$ cat src/rtl/filter_pkg.sv
// filter_pkg: state encoding and width helper shared by filter load/read address logic
package filter_pkg;
    typedef enum logic {IDLE, LOAD} state_t;
    function automatic int clog2w(input int n);
        return (n > 1) ? $clog2(n) : 1;
    endfunction
endpackage

$ cat src/rtl/mod_counter.sv
// mod_counter: wrapping counter q += STEP mod MOD on inc, cleared by clr; ports clk, rst (async low), clr, inc, q
module mod_counter
    import filter_pkg::*;
#(
    parameter int MOD  = 8,
    parameter int STEP = 1,
    parameter int W    = clog2w(MOD)
) (
    input  logic         clk,
    input  logic         rst,
    input  logic         clr,
    input  logic         inc,
    output logic [W-1:0] q
);
    localparam logic [W:0] M = (W+1)'(MOD);
    localparam logic [W:0] S = (W+1)'(STEP % MOD);
    logic [W:0] sum;
    assign sum = {1'b0, q} + S;
    always_ff @(posedge clk or negedge rst) begin
        if (!rst)
            q <= '0;
        else if (clr)
            q <= '0;
        else if (inc)
            q <= (sum >= M) ? W'(sum - M) : W'(sum);
    end
endmodule

$ cat src/rtl/filter_loader.sv
// filter_loader: streams filter coefficients into a ring of slots; ports clk, rst, start/num_filters (job), in_* (stream), filter_consumed, W* (buffer write), filter_head/filter_rdy/full/done (status)
module filter_loader
    import filter_pkg::*;
#(
    parameter int HEIGHT      = 16,
    parameter int FILTER_SIZE = 8,
    parameter int DATA_WIDTH  = 16,
    localparam int AW         = clog2w(HEIGHT)
) (
    input  logic                  clk,
    input  logic                  rst,
    input  logic                  start,
    input  logic [7:0]            num_filters,
    input  logic [DATA_WIDTH-1:0] in_data,
    input  logic                  in_valid,
    output logic                  in_ready,
    input  logic                  filter_consumed,
    output logic [AW-1:0]         Waddr,
    output logic [DATA_WIDTH-1:0] Wdata,
    output logic                  Wen,
    output logic [AW-1:0]         filter_head,
    output logic                  filter_rdy,
    output logic                  full,
    output logic                  done
);
    localparam int NUM_SLOTS = HEIGHT / FILTER_SIZE;
    localparam int IW        = clog2w(FILTER_SIZE);
    localparam int OW        = clog2w(NUM_SLOTS + 1);

    if (FILTER_SIZE == 0 || HEIGHT == 0 || HEIGHT % FILTER_SIZE != 0) begin : g_bad_geometry
        $error("HEIGHT must be a nonzero multiple of FILTER_SIZE");
    end

    state_t          state, state_nx;
    logic [IW-1:0]   index;
    logic [AW-1:0]   write_head;
    logic [OW-1:0]   occ, occ_nx;
    logic [7:0]      remaining;
    logic            hs, last, cons, job_end, job_start, empty_job;
    logic [AW:0]     addr_sum;

    always_comb begin
        in_ready  = (state == LOAD) && !full;
        hs        = in_valid && in_ready;
        last      = hs && (index == IW'(FILTER_SIZE - 1));
        job_end   = last && (remaining == 8'd1);
        job_start = (state == IDLE) && start;
        empty_job = job_start && (num_filters == 8'd0);
        cons      = filter_consumed && (occ != '0);
        state_nx  = job_end ? IDLE : (job_start && !empty_job) ? LOAD : state;
        occ_nx    = (last && !cons) ? occ + OW'(1) : (cons && !last) ? occ - OW'(1) : occ;
        addr_sum  = {1'b0, write_head} + (AW+1)'(index);
    end

    always_ff @(posedge clk or negedge rst) begin
        if (!rst)
            state <= IDLE;
        else
            state <= state_nx;
    end

    always_ff @(posedge clk or negedge rst) begin
        if (!rst) begin
            occ        <= '0;
            remaining  <= '0;
            Wen        <= 1'b0;
            Waddr      <= '0;
            Wdata      <= '0;
            filter_rdy <= 1'b0;
            full       <= 1'b0;
            done       <= 1'b0;
        end else begin
            occ        <= occ_nx;
            filter_rdy <= occ_nx != '0;
            full       <= occ_nx == OW'(NUM_SLOTS);
            Wen        <= hs;
            done       <= job_end || empty_job;
            if (job_start)
                remaining <= num_filters;
            else if (last)
                remaining <= remaining - 8'd1;
            if (hs) begin
                Waddr <= (addr_sum >= (AW+1)'(HEIGHT)) ? AW'(addr_sum - (AW+1)'(HEIGHT)) : AW'(addr_sum);
                Wdata <= in_data;
            end
        end
    end

    mod_counter #(.MOD(FILTER_SIZE), .STEP(1), .W(IW)) u_index (
        .clk(clk), .rst(rst), .clr(job_start), .inc(hs), .q(index)
    );

    mod_counter #(.MOD(HEIGHT), .STEP(FILTER_SIZE), .W(AW)) u_write_head (
        .clk(clk), .rst(rst), .clr(1'b0), .inc(last), .q(write_head)
    );

    mod_counter #(.MOD(HEIGHT), .STEP(FILTER_SIZE), .W(AW)) u_filter_head (
        .clk(clk), .rst(rst), .clr(1'b0), .inc(cons), .q(filter_head)
    );
endmodule

$ cat config.mk
export PLATFORM = sky130hd
export DESIGN_NAME = filter_loader
export DESIGN_NICKNAME = d
export VERILOG_FILES = /design/src/rtl/filter_pkg.sv /design/src/rtl/mod_counter.sv /design/src/rtl/filter_loader.sv
export SDC_FILE = /design/constraint.sdc
export NUM_CORES = 1
export LEC_CHECK = 0
export BUFFER_PORTS_ARGS = -buffer_cell sky130_fd_sc_hd__buf_4
export CAP_MARGIN = 20
export CORE_MARGIN = 1.5
export CORE_UTILIZATION = 39
export DETAILED_ROUTE_END_ITERATION = 10
export MAX_ROUTING_LAYER = met4
export PLACE_DENSITY = 0.66
export SYNTH_ARGS = -nofsm -noshare
export SYNTH_HDL_FRONTEND = slang
export SYNTH_SLANG_ARGS = --single-unit
$ cat constraint.sdc
create_clock -name clk -period 3.82 [get_ports clk]
set_input_delay 0.573 -clock clk [delete_from_list [all_inputs] [get_ports clk]]
set_output_delay 0.573 -clock clk [all_outputs]
set_load 0.05 [all_outputs]
==> impl_results.md, run 1 <==
* HPWL Detailed at 2850 µm
* Final hold viol count at 0
* Maximum buffer depth of the clock tree at 2
* Psw at 0.8720 mW
* Data required time of the critical path at 4.00 ns
* Core Util, Final at 51.12%
* Synth area leaders: dfrtp_1 53%, nand2_1 13%, ha_1 3.3%, xnor2_1 2.3%, buf_4 2.0%
* Hold WC Path Type: input pin to asynchronous set/reset pin
* Final TNS setup at 0 ns
* Hold WS at 0.2480 ns
* Full die area at 5281 µm²
* Max Freq at 0.5040 GHz
* Post CTS Setup Buffer Count at 0
* Iteration count of the initial detailed-routing pass at 4
* P_int at 1.041 mW
* Vias in the first global route at 1420
* Sink Count at 40
* Cells after synthesis at 200
* Avg WL per Cell at 13.00 µm
* Root Buffer: clkbuf_8
* Largest net degree at the start of global routing at 41
* DRC at 0
* Final worst-path cycle share at 51.94%
* RSZ-0062 raised after global routing: no
* Cts bufs inserted at 5
* First-pass GRT wire length at 6575 µm
* Initial Utilization at 40.35%
* Ys flop type: dfrtp_1
* Die width at 72.67 µm
* Core Rows at 25
* Slew at the pin closest to its max-slew limit at 0.7853 ns
* PwrDens at 797.4 nW/µm²
* CP Max Fanout at 28
* Post-synth top cells: 68 x nand2_1, 40 x dfrtp_1, 7 x nor2_1
* Final GP Congestion at 0.8391
* Port Buf Inserts at 54
* Area leader, netlist: dfrtp_1
* Total track usage at 16.45%
* Final Cell Area at 2399 µm²
* Multi-input gate area at 809.5 µm²
* # hold bufs at CTS at 0
* Synth async-reset ratio at 100.0%
* Leak at 1.235 nW
* Cell variety after synth at 41
* Die height at 72.67 µm
* Antenna-violating nets left at 0
* Gate power share at 47.7%
* Mapped cell area at 1893 µm²
* Crit path kind: register to register
* Max-slew violations at 0
* R2r setup slk at 1.84 ns
* Seq. cell area at 1001 µm²
* Clock power frac at 14.9%
* Reg clk slew, reported paths at 0.08 ns
* Sw frac at 45.59%
* Status: complete, no violations
* Vias at 1566
* Initial antenna violation count at 0
* Sequential area share after synthesis at 52.88%
* Initial DRC count at 70
* Crit path capture type: register
* I/O pins at 58
* Worst skew pair latency at 0.29 ns
* Syn_area_per_cell at 9.465 µm²
* CTS tree: done
* Final WL at 3977 µm
* WP data arrival at 2.16 ns
* Total grt overflow at 0
* Yosys reg bits at 40
* Placed Area at 2306 µm²
* Max capacitance violation total at 0
* Critical Path Source: state$_DFFE_PN0P_
* Synth warn at 0
* # setup viols final at 0
* H-tree Lvls at 2
* Antenna cells at 0
* Startpoint types: register
* Clk_skew at 0.006152 ns
* Vias per inst at 5.118
* Reg power frac at 37.4%
* Worst r2r path cells at 4
* Final #Nets at 285
* Most frequent cell after synthesis: nand2_1
* Max-slew headroom at 47.54%
* Synth top area share at 52.88%
* Layout filler cell count at 445
* Area grow syn2layout at 26.70%
* Share of layout cells above drive strength 1 at 25.79%
* Crit path time final at 1.984 ns
* Core area at 4692 µm²
* VDD IR-drop max at 0.3263 mV
* CTS-repair resized insts at 0
* RR Startpoint: state$_DFFE_PN0P_
* Number of synthesized flops with an enable pin at 0
* End of the worst register-to-register path: remaining[7]$_DFFE_PN0P_
-- critical path, cell delays in order, from the launching register on --
cell and delay, ns:
dfrtp_1 0.51, nand3b_2 0.47, inv_2 0.55, nand4_1 0.18, mux2i_1 0.15
-- layout by cell type (no fill, tap or decap), types with 3 or more instances in the layout --
cell type / count
nor2_1: 7
inv_1: 5
nand2_1: 68
nor2b_1: 5
nand3_1: 6
conb_1: 3
dfrtp_1: 40
buf_4: 54
nand4_1: 5
a221o_1: 3
mux2i_1: 3
xnor2_1: 5
o211ai_1: 3
ha_1: 5
clkbuf_8: 6
-- cell families (layout without fill, tap and decap cells) --
kind of cell | after synthesis | in the layout | synth area share (%)
multiplexers | 3 | 3 | 1.586
flip-flops | 40 | 40 | 52.88
AO/OA/AOI/OAI | 20 | 20 | 7.998
buffers and inverters | 18 | 68 | 4.758
XOR/XNOR | 5 | 5 | 2.313
adder cells (fa/ha/maj) | 5 | 5 | 3.305
other | 1 | 3 | 0.1981
AND/OR/NAND/NOR | 108 | 108 | 26.97
-- metal layers --
layer / vias to the layer above / GRT usage (%) / part of all wire (%)
met5: - / - / 0
met2: 57 / 25.38 / 44
met4: 0 / 5.031 / 1.3
met3: 7 / 4.144 / 6.7
met1: 736 / 21.44 / 48
li1: 766 / - / -
-- flip-flops by register name, indices dropped and copies added (netlist names), 2 cells and up --
signal,count
occ,2
remaining,8
Wdata,16
Waddr,4
u_index.q,3
-- per-stage QoR --
step	power (mW)	setup WS [ns]	cells
2_1_floorplan	1.374	1.907	202
4_1_cts	1.925	1.815	306
6_report	1.913	1.836	306
3_5_place_dp	1.637	1.693	298
3_3_place_gp	1.617	1.724	298
5_1_grt	2.046	1.619	306
-- cell type report --
cell class                      count  area share [%]
Clock buffer                        6           3.443
Sequential cell                    40           41.73
Multi-Input combinational cell    144           33.75
Inverter                            6          0.9390
Tap cell                           54           2.817
Timing Repair Buffer               54           16.90
Clock inverter                      2          0.4173
-- power groups by stage --
| stage | Clock (mW) | Sequential, mW | Combinational, mW |
|---|---|---|---|
| 4_1_cts | 0.294 | 0.714 | 0.917 |
| 5_1_grt | 0.318 | 0.739 | 0.989 |
| 3_5_place_dp | 0 | 0.721 | 0.916 |
| 3_3_place_gp | 0 | 0.718 | 0.899 |
| 6_report | 0.286 | 0.715 | 0.912 |
| 2_1_floorplan | 0 | 0.986 | 0.388 |
-- worst max path at each step --
stage	endpoint	slack, ns	depth (start not counted)
after floorplan	in_ready	1.91	1
after global placement	remaining[7]$_DFFE_PN0P_	1.72	5
after detailed placement	remaining[7]$_DFFE_PN0P_	1.69	5
after CTS	remaining[7]$_DFFE_PN0P_	1.81	4
after global routing	remaining[7]$_DFFE_PN0P_	1.62	4
final	remaining[7]$_DFFE_PN0P_	1.84	4
(Power assumes the default switching activity.)
==> run 2: changes to the inputs <==
--- a/config.mk
+++ b/config.mk
@@ -5,6 +5,7 @@
 export SDC_FILE = /design/constraint.sdc
 export NUM_CORES = 1
 export LEC_CHECK = 0
+export ABC_AREA = 1
 export BUFFER_PORTS_ARGS = -buffer_cell sky130_fd_sc_hd__buf_4
 export CAP_MARGIN = 20
 export CORE_MARGIN = 1.5
==> constraint.sdc (replaced) <==
create_clock -name clk -period 2 [get_ports clk]
set_input_delay 0.3 -clock clk [delete_from_list [all_inputs] [get_ports clk]]
set_output_delay 0.3 -clock clk [all_outputs]
set_load 0.05 [all_outputs]
==> run 2 against run 1 <==
Worst hold slack worse by 0.064 ns. Cell count is 10% higher. Fmax is 29% higher. Flip-flop and latch count stayed put. Design area is 2.5% higher. Largest power group unchanged.
==> impl_results.md, run 2 <==
* WP data arrival at 1.78 ns
* Initial Utilization at 40.29%
* RR Startpoint: u_index.q[0]$_DFFE_PN0P_
* Hold WC Path Type: input pin to register
* Vias in the first global route at 1421
* RSZ-0062 raised after global routing: no
* Worst Hold Path EP: Wdata[1]$_DFFE_PN0P_
* Total track usage at 16.58%
* Root Buffer: clkbuf_8
* Die width at 72.63 µm
* R2r setup slk at 0.46 ns
* Max Freq at 0.6514 GHz
* Slowest CP cell: dfrtp_1
* Largest registers: Wdata: 16 flops, remaining: 8 flops, Waddr: 4 flops
* Initial antenna violation count at 0
* Final #Nets at 316
* Final WL at 3850 µm
* Worst r2r path cells at 7
* Global Route met1 Usage at 21.40%
* Final GP Congestion at 0.8514
* Antenna cells at 0
* First-pass GRT wire length at 6361 µm
* CTS-repair resized insts at 0
* Cell variety after synth at 25
* Final worst-path cycle share at 76.76%
* Initial DRC count at 86
* Maximum buffer depth of the clock tree at 2
* Critical path's largest stage delay at 0.39 ns
* Crit path time final at 1.535 ns
* Yosys reg bits at 40
* Iteration count of the initial detailed-routing pass at 5
* Clk_skew at 0.01069 ns
* Largest delay share family, worst path: adder cells
* Post CTS Setup Buffer Count at 0
* Number of synthesized flops with an enable pin at 0
* PwrDens at 1599 nW/µm²
* Total grt overflow at 0
* Reg with most FFs: Wdata
* H-tree Lvls at 2
* DRC at 0
* CP cell instances: ha_1 > ha_1 > nand4_2 > nand2_1 > o21ai_0 > inv_1 > nand2_1
* Antenna-violating nets left at 0
* Final TNS setup at 0 ns
* Synth warn at 0
* Post-synth top cells: 86 x nand2_1, 40 x dfrtp_1, 27 x inv_1
* Reg clk slew, reported paths at 0.08 ns
* Cts bufs inserted at 5
* Vias per inst at 4.694
* # hold bufs at CTS at 1
* Share of layout cells above drive strength 1 at 25.09%
* Worst skew pair latency at 0.30 ns
* Sequential area share after synthesis at 52.95%
* CP Max Fanout at 8
* Syn_area_per_cell at 8.440 µm²
* Area grow syn2layout at 29.98%
* Ys flop type: dfrtp_1
* Max-slew violations at 0
* Placed cells at 328
* GRT Max-Usage Layer: met2
* Crit path capture type: register
* Data required time of the critical path at 2.24 ns
* End of the worst register-to-register path: remaining[7]$_DFFE_PN0P_
* Worst Path Buf+Inv at 1
* Max capacitance violation total at 0
* Area leader, netlist: dfrtp_1
* Leak at 1.351 nW
* Hold Path Depth at 3
* # setup viols final at 0
* Mapped cell area at 1891 µm²
* Largest register FFs at 16
* CTS tree: done
* Synth top area share at 52.95%
* Die height at 72.63 µm
* WP depth at 7
* Avg WL per Cell at 11.42 µm
* Post-route insts no fill at 337
* VDD IR-drop max at 0.8193 mV
* I/O pins at 58
* Largest net degree at the start of global routing at 41
* Most frequent cell after synthesis: nand2_1
* Worst hold start: in_data[1]
* Crit path kind: register to register
* Met2 Usage GRT at 23.75%
* Core Rows at 25
* Vias at 1582
* Most common cell after layout, fill and taps aside: nand2_1
* Sink Count at 40
* Synth async-reset ratio at 100.0%
* Status: complete, no violations
* HPWL Detailed at 2767 µm
* Met3 Use GR at 6.077%
* Port Buf Inserts at 54
* Startpoint types: register
* Full die area at 5274 µm²
* Core area at 4692 µm²
* Synth area leaders: dfrtp_1 53%, nand2_1 17%, inv_1 5.4%, ha_1 3.3%, nand3_1 2.9%
* Cells after synthesis at 224
* Most frequent cells in the layout: 86 x nand2_1, 56 x buf_4, 40 x dfrtp_1, 27 x inv_1, 13 x nor2_1
* Final hold viol count at 0
run 2: cell types whose count changed after synthesis, moves of 4 or more:
cell	before	now
nand3_1	6	11
nor2b_1	5	0
xnor2_1	5	1
o21ai_0	1	10
nand4_1	5	1
nand2_2	0	4
nand2_1	68	86
inv_1	5	27
nor2_1	7	13
run 2: logic make-up after synthesis:
group | after synthesis | share of synthesized area [%]
adder cells (fa/ha/maj) | 5 | 3.309
AND/OR/NAND/NOR | 119 | 27.13
other | 1 | 0.1984
XOR/XNOR | 4 | 1.853
buffers and inverters | 35 | 8.008
AO/OA/AOI/OAI | 20 | 6.551
flip-flops | 40 | 52.95
run 2: final cells by class:
cell class	count	area, µm²
inverter	27	101.3
tap	54	67.56
sequential	40	1001
clock inverter	3	42.54
clock buffer	5	68.82
timing repair buffer	57	430.4
fill	468	2235
multi-input combinational	151	745.7
run 2: worst max-delay path by stage:
stage                                  start                       end
CTS                 u_index.q[0]$_DFFE_PN0P_  remaining[7]$_DFFE_PN0P_
global route        u_index.q[0]$_DFFE_PN0P_  remaining[6]$_DFFE_PN0P_
floorplan                     full$_DFF_PN0_                  in_ready
global placement    u_index.q[0]$_DFFE_PN0P_  remaining[5]$_DFFE_PN0P_
finish              u_index.q[0]$_DFFE_PN0P_  remaining[7]$_DFFE_PN0P_
detailed placement  u_index.q[0]$_DFFE_PN0P_  remaining[7]$_DFFE_PN0P_
run 2: worst reg2reg max path: cells and delay by family, from the launching register on:
kind,cells,cell delay [ns]
fa+ha+maj,2,0.42
simple gates,3,0.42
compound gates,1,0.19
buf+inv,1,0.05
flops,1,0.39
run 2: routing by layer:
metal | share of wire (%) | wire [µm]
met2 | 45 | 1714
met5 | 0 | 0
met4 | 2.2 | 84
met3 | 5.8 | 223
met1 | 47 | 1828
run 2: report_power, final:
group	internal, mW	switching (mW)	total, mW
registers	1.13	0.186	1.32
clock network	0.369	0.291	0.661
logic	0.616	1.34	1.95
run 2: metrics by stage:
stage	utilization (%)	power, mW	hold slack [ns]	worst slack (ns)	cell area [µm²]
final	52.37	3.930	0.1838	0.4649	2457
after global routing	52.37	4.200	0.1766	0.3010	2457
after CTS	52.37	3.962	0.1785	0.4586	2457
after detailed placement	49.79	3.289	0.3067	0.4829	2336
after global placement	49.79	3.261	0.3077	0.5275	2336
after floorplan	-	2.746	0.004409	0.4091	1898
==> run 3: changes to the inputs <==
==> constraint.sdc (replaced) <==
create_clock -name clk -period 1.56 [get_ports clk]
set_input_delay 0.234 -clock clk [delete_from_list [all_inputs] [get_ports clk]]
set_output_delay 0.234 -clock clk [all_outputs]
set_load 0.05 [all_outputs]
==> run 3 against run 2 <==
Sequential power is 28% higher. Worst setup slack got worse by 0.34 ns. Clock power up 26%.
==> impl_results.md, run 3 (same netlist as run 2, synthesis figures left out) <==
* Status: complete, no violations
* WP data arrival at 1.61 ns
* Crit path capture type: register
* R2r setup slk at 0.13 ns
* Vias at 1564
* Critical path capture point: state$_DFFE_PN0P_
* Antenna cells at 0
* Vias in the first global route at 1451
* Max-slew headroom at 66.47%
* Full die area at 5274 µm²
* Crit path time final at 1.432 ns
* Reg with most FFs: Wdata
* Avg WL per Cell at 11.43 µm
* VDD IR-drop max at 0.9156 mV
* Clk_skew at 0.006074 ns
* Total track usage at 16.04%
* DRC at 0
* Final WL at 3887 µm
* HPWL Detailed at 2823 µm
* Crit path kind: register to register
* # setup viols final at 0
* Final TNS setup at 0 ns
* Final hold viol count at 0
* Initial antenna violation count at 0
* End of the worst register-to-register path: state$_DFFE_PN0P_
* Hold Path Depth at 3
* Die width at 72.63 µm
* Area grow syn2layout at 31.90%
* Root Buffer: clkbuf_8
* Hold WS at 0.1362 ns
* Largest register FFs at 16
* PwrDens at 2029 nW/µm²
* Most common cell after layout, fill and taps aside: nand2_1
* Core Rows at 25
* Core area at 4692 µm²
* Initial Utilization at 40.29%
* Antenna-violating nets left at 0
* Port Buf Inserts at 54
* Die height at 72.63 µm
* H-tree Lvls at 2
* Hold WC Path Type: input pin to register
* RSZ-0062 raised after global routing: no
* Share of layout cells above drive strength 1 at 26.92%
* I/O pins at 58
* Initial DRC count at 123
* Max-slew violations at 0
* Critical Path Source: u_index.q[0]$_DFFE_PN0P_
* Worst r2r path cells at 6
* Vias per inst at 4.600
* First-pass GRT wire length at 6492 µm
* Worst skew pair latency at 0.28 ns
* Core Util, Final at 53.15%
* Max Freq at 0.6984 GHz
* Reg clk slew, reported paths at 0.08 ns
* Max capacitance violation total at 0
* Cts bufs inserted at 5
* Data required time of the critical path at 1.73 ns
* Final GP Congestion at 0.8395
* Startpoint types: register
* Iteration count of the initial detailed-routing pass at 4
* CTS tree: done
* Total grt overflow at 0
* Maximum buffer depth of the clock tree at 2
* Layout filler cell count at 473
* Largest registers: Wdata: 16 flops, remaining: 8 flops, Waddr: 4 flops
* Largest net degree at the start of global routing at 41
* Sink Count at 40
* Leak at 1.351 nW
* CP Max Fanout at 8
* Final worst-path cycle share at 91.79%
* Slew at the pin closest to its max-slew limit at 0.5030 ns
* Final #Nets at 319
* Most frequent cells in the layout: 85 x nand2_1, 59 x buf_4, 40 x dfrtp_1, 26 x inv_1, 13 x nor2_1
* RR Startpoint: u_index.q[0]$_DFFE_PN0P_
[run 3: cell types whose count changed in the layout (fill, tap and decap cells not counted)]
cell | before | now
ha_2 | 0 | 1
ha_1 | 5 | 4
nand2_2 | 4 | 5
nand2_1 | 86 | 85
buf_4 | 56 | 59
nand4_2 | 1 | 0
nand4_4 | 0 | 1
inv_1 | 27 | 26
inv_2 | 0 | 1
[run 3: metal layers]
layer	routed length [µm]	GRT usage (%)	vias up
met5	0	-	-
met4	23	3.774	0
li1	-	-	804
met2	1832	25.08	37
met3	156	3.039	2
met1	1874	21.72	721
[run 3: final cells by class]
| type | count | area [µm²] | share of cell area [%] |
|---|---|---|---|
| inverter | 27 | 101.3 | 4.064 |
| clock buffer | 5 | 68.82 | 2.760 |
| tap | 54 | 67.56 | 2.709 |
| timing repair buffer | 60 | 452.9 | 18.16 |
| clock inverter | 3 | 42.54 | 1.706 |
| sequential | 40 | 1001 | 40.14 |
| multi-input combinational | 151 | 759.5 | 30.46 |
[run 3: critical path: stages, from the launching register on]
cell and delay [ns]:
dfrtp_1 0.37, ha_1 0.16, ha_2 0.21, nand4_4 0.17
nor2_1 0.16, nand4_1 0.12, o21a_1 0.13
[run 3: power breakdown]
group	leakage (nW)	total (mW)	switching, mW	internal, mW
Combinational	0.814	2.54	1.73	0.814
Clock	0.0541	0.830	0.356	0.473
Sequential	0.482	1.69	0.240	1.45
[run 3: worst min-delay path by stage]
| stage | from | end |
|---|---|---|
| finish | in_data[0] | Wdata[0]$_DFFE_PN0P_ |
| CTS | in_data[0] | Wdata[0]$_DFFE_PN0P_ |
| global route | in_data[0] | Wdata[0]$_DFFE_PN0P_ |
| global placement | rst | Wdata[11]$_DFFE_PN0P_ |
| detailed placement | rst | Wdata[11]$_DFFE_PN0P_ |
| floorplan | rst | Waddr[0]$_DFFE_PN0P_ |
[run 3: stage by stage]
step | instances | area, µm² | total power, mW | setup slack, ns
2_1_floorplan | 226 | 1898 | 3.521 | 0.03508
3_3_place_gp | 328 | 2336 | 4.180 | 0.09401
3_5_place_dp | 328 | 2336 | 4.213 | 0.03348
4_1_cts | 337 | 2457 | 5.063 | 0.01784
5_1_grt | 340 | 2494 | 5.429 | 0.01058
6_report | 340 | 2494 | 5.059 | 0.1281
[run 3: timing repair]
| action | CTS | global route |
|---|---|---|
| endpoints found under the hold margin | 40 | 0 |
| gates resized for setup | 0 | 4 |
| setup endpoints to repair | 0 | 12 |
| buffers inserted | 0 | 3 |
| hold buffers | 1 | 0 |
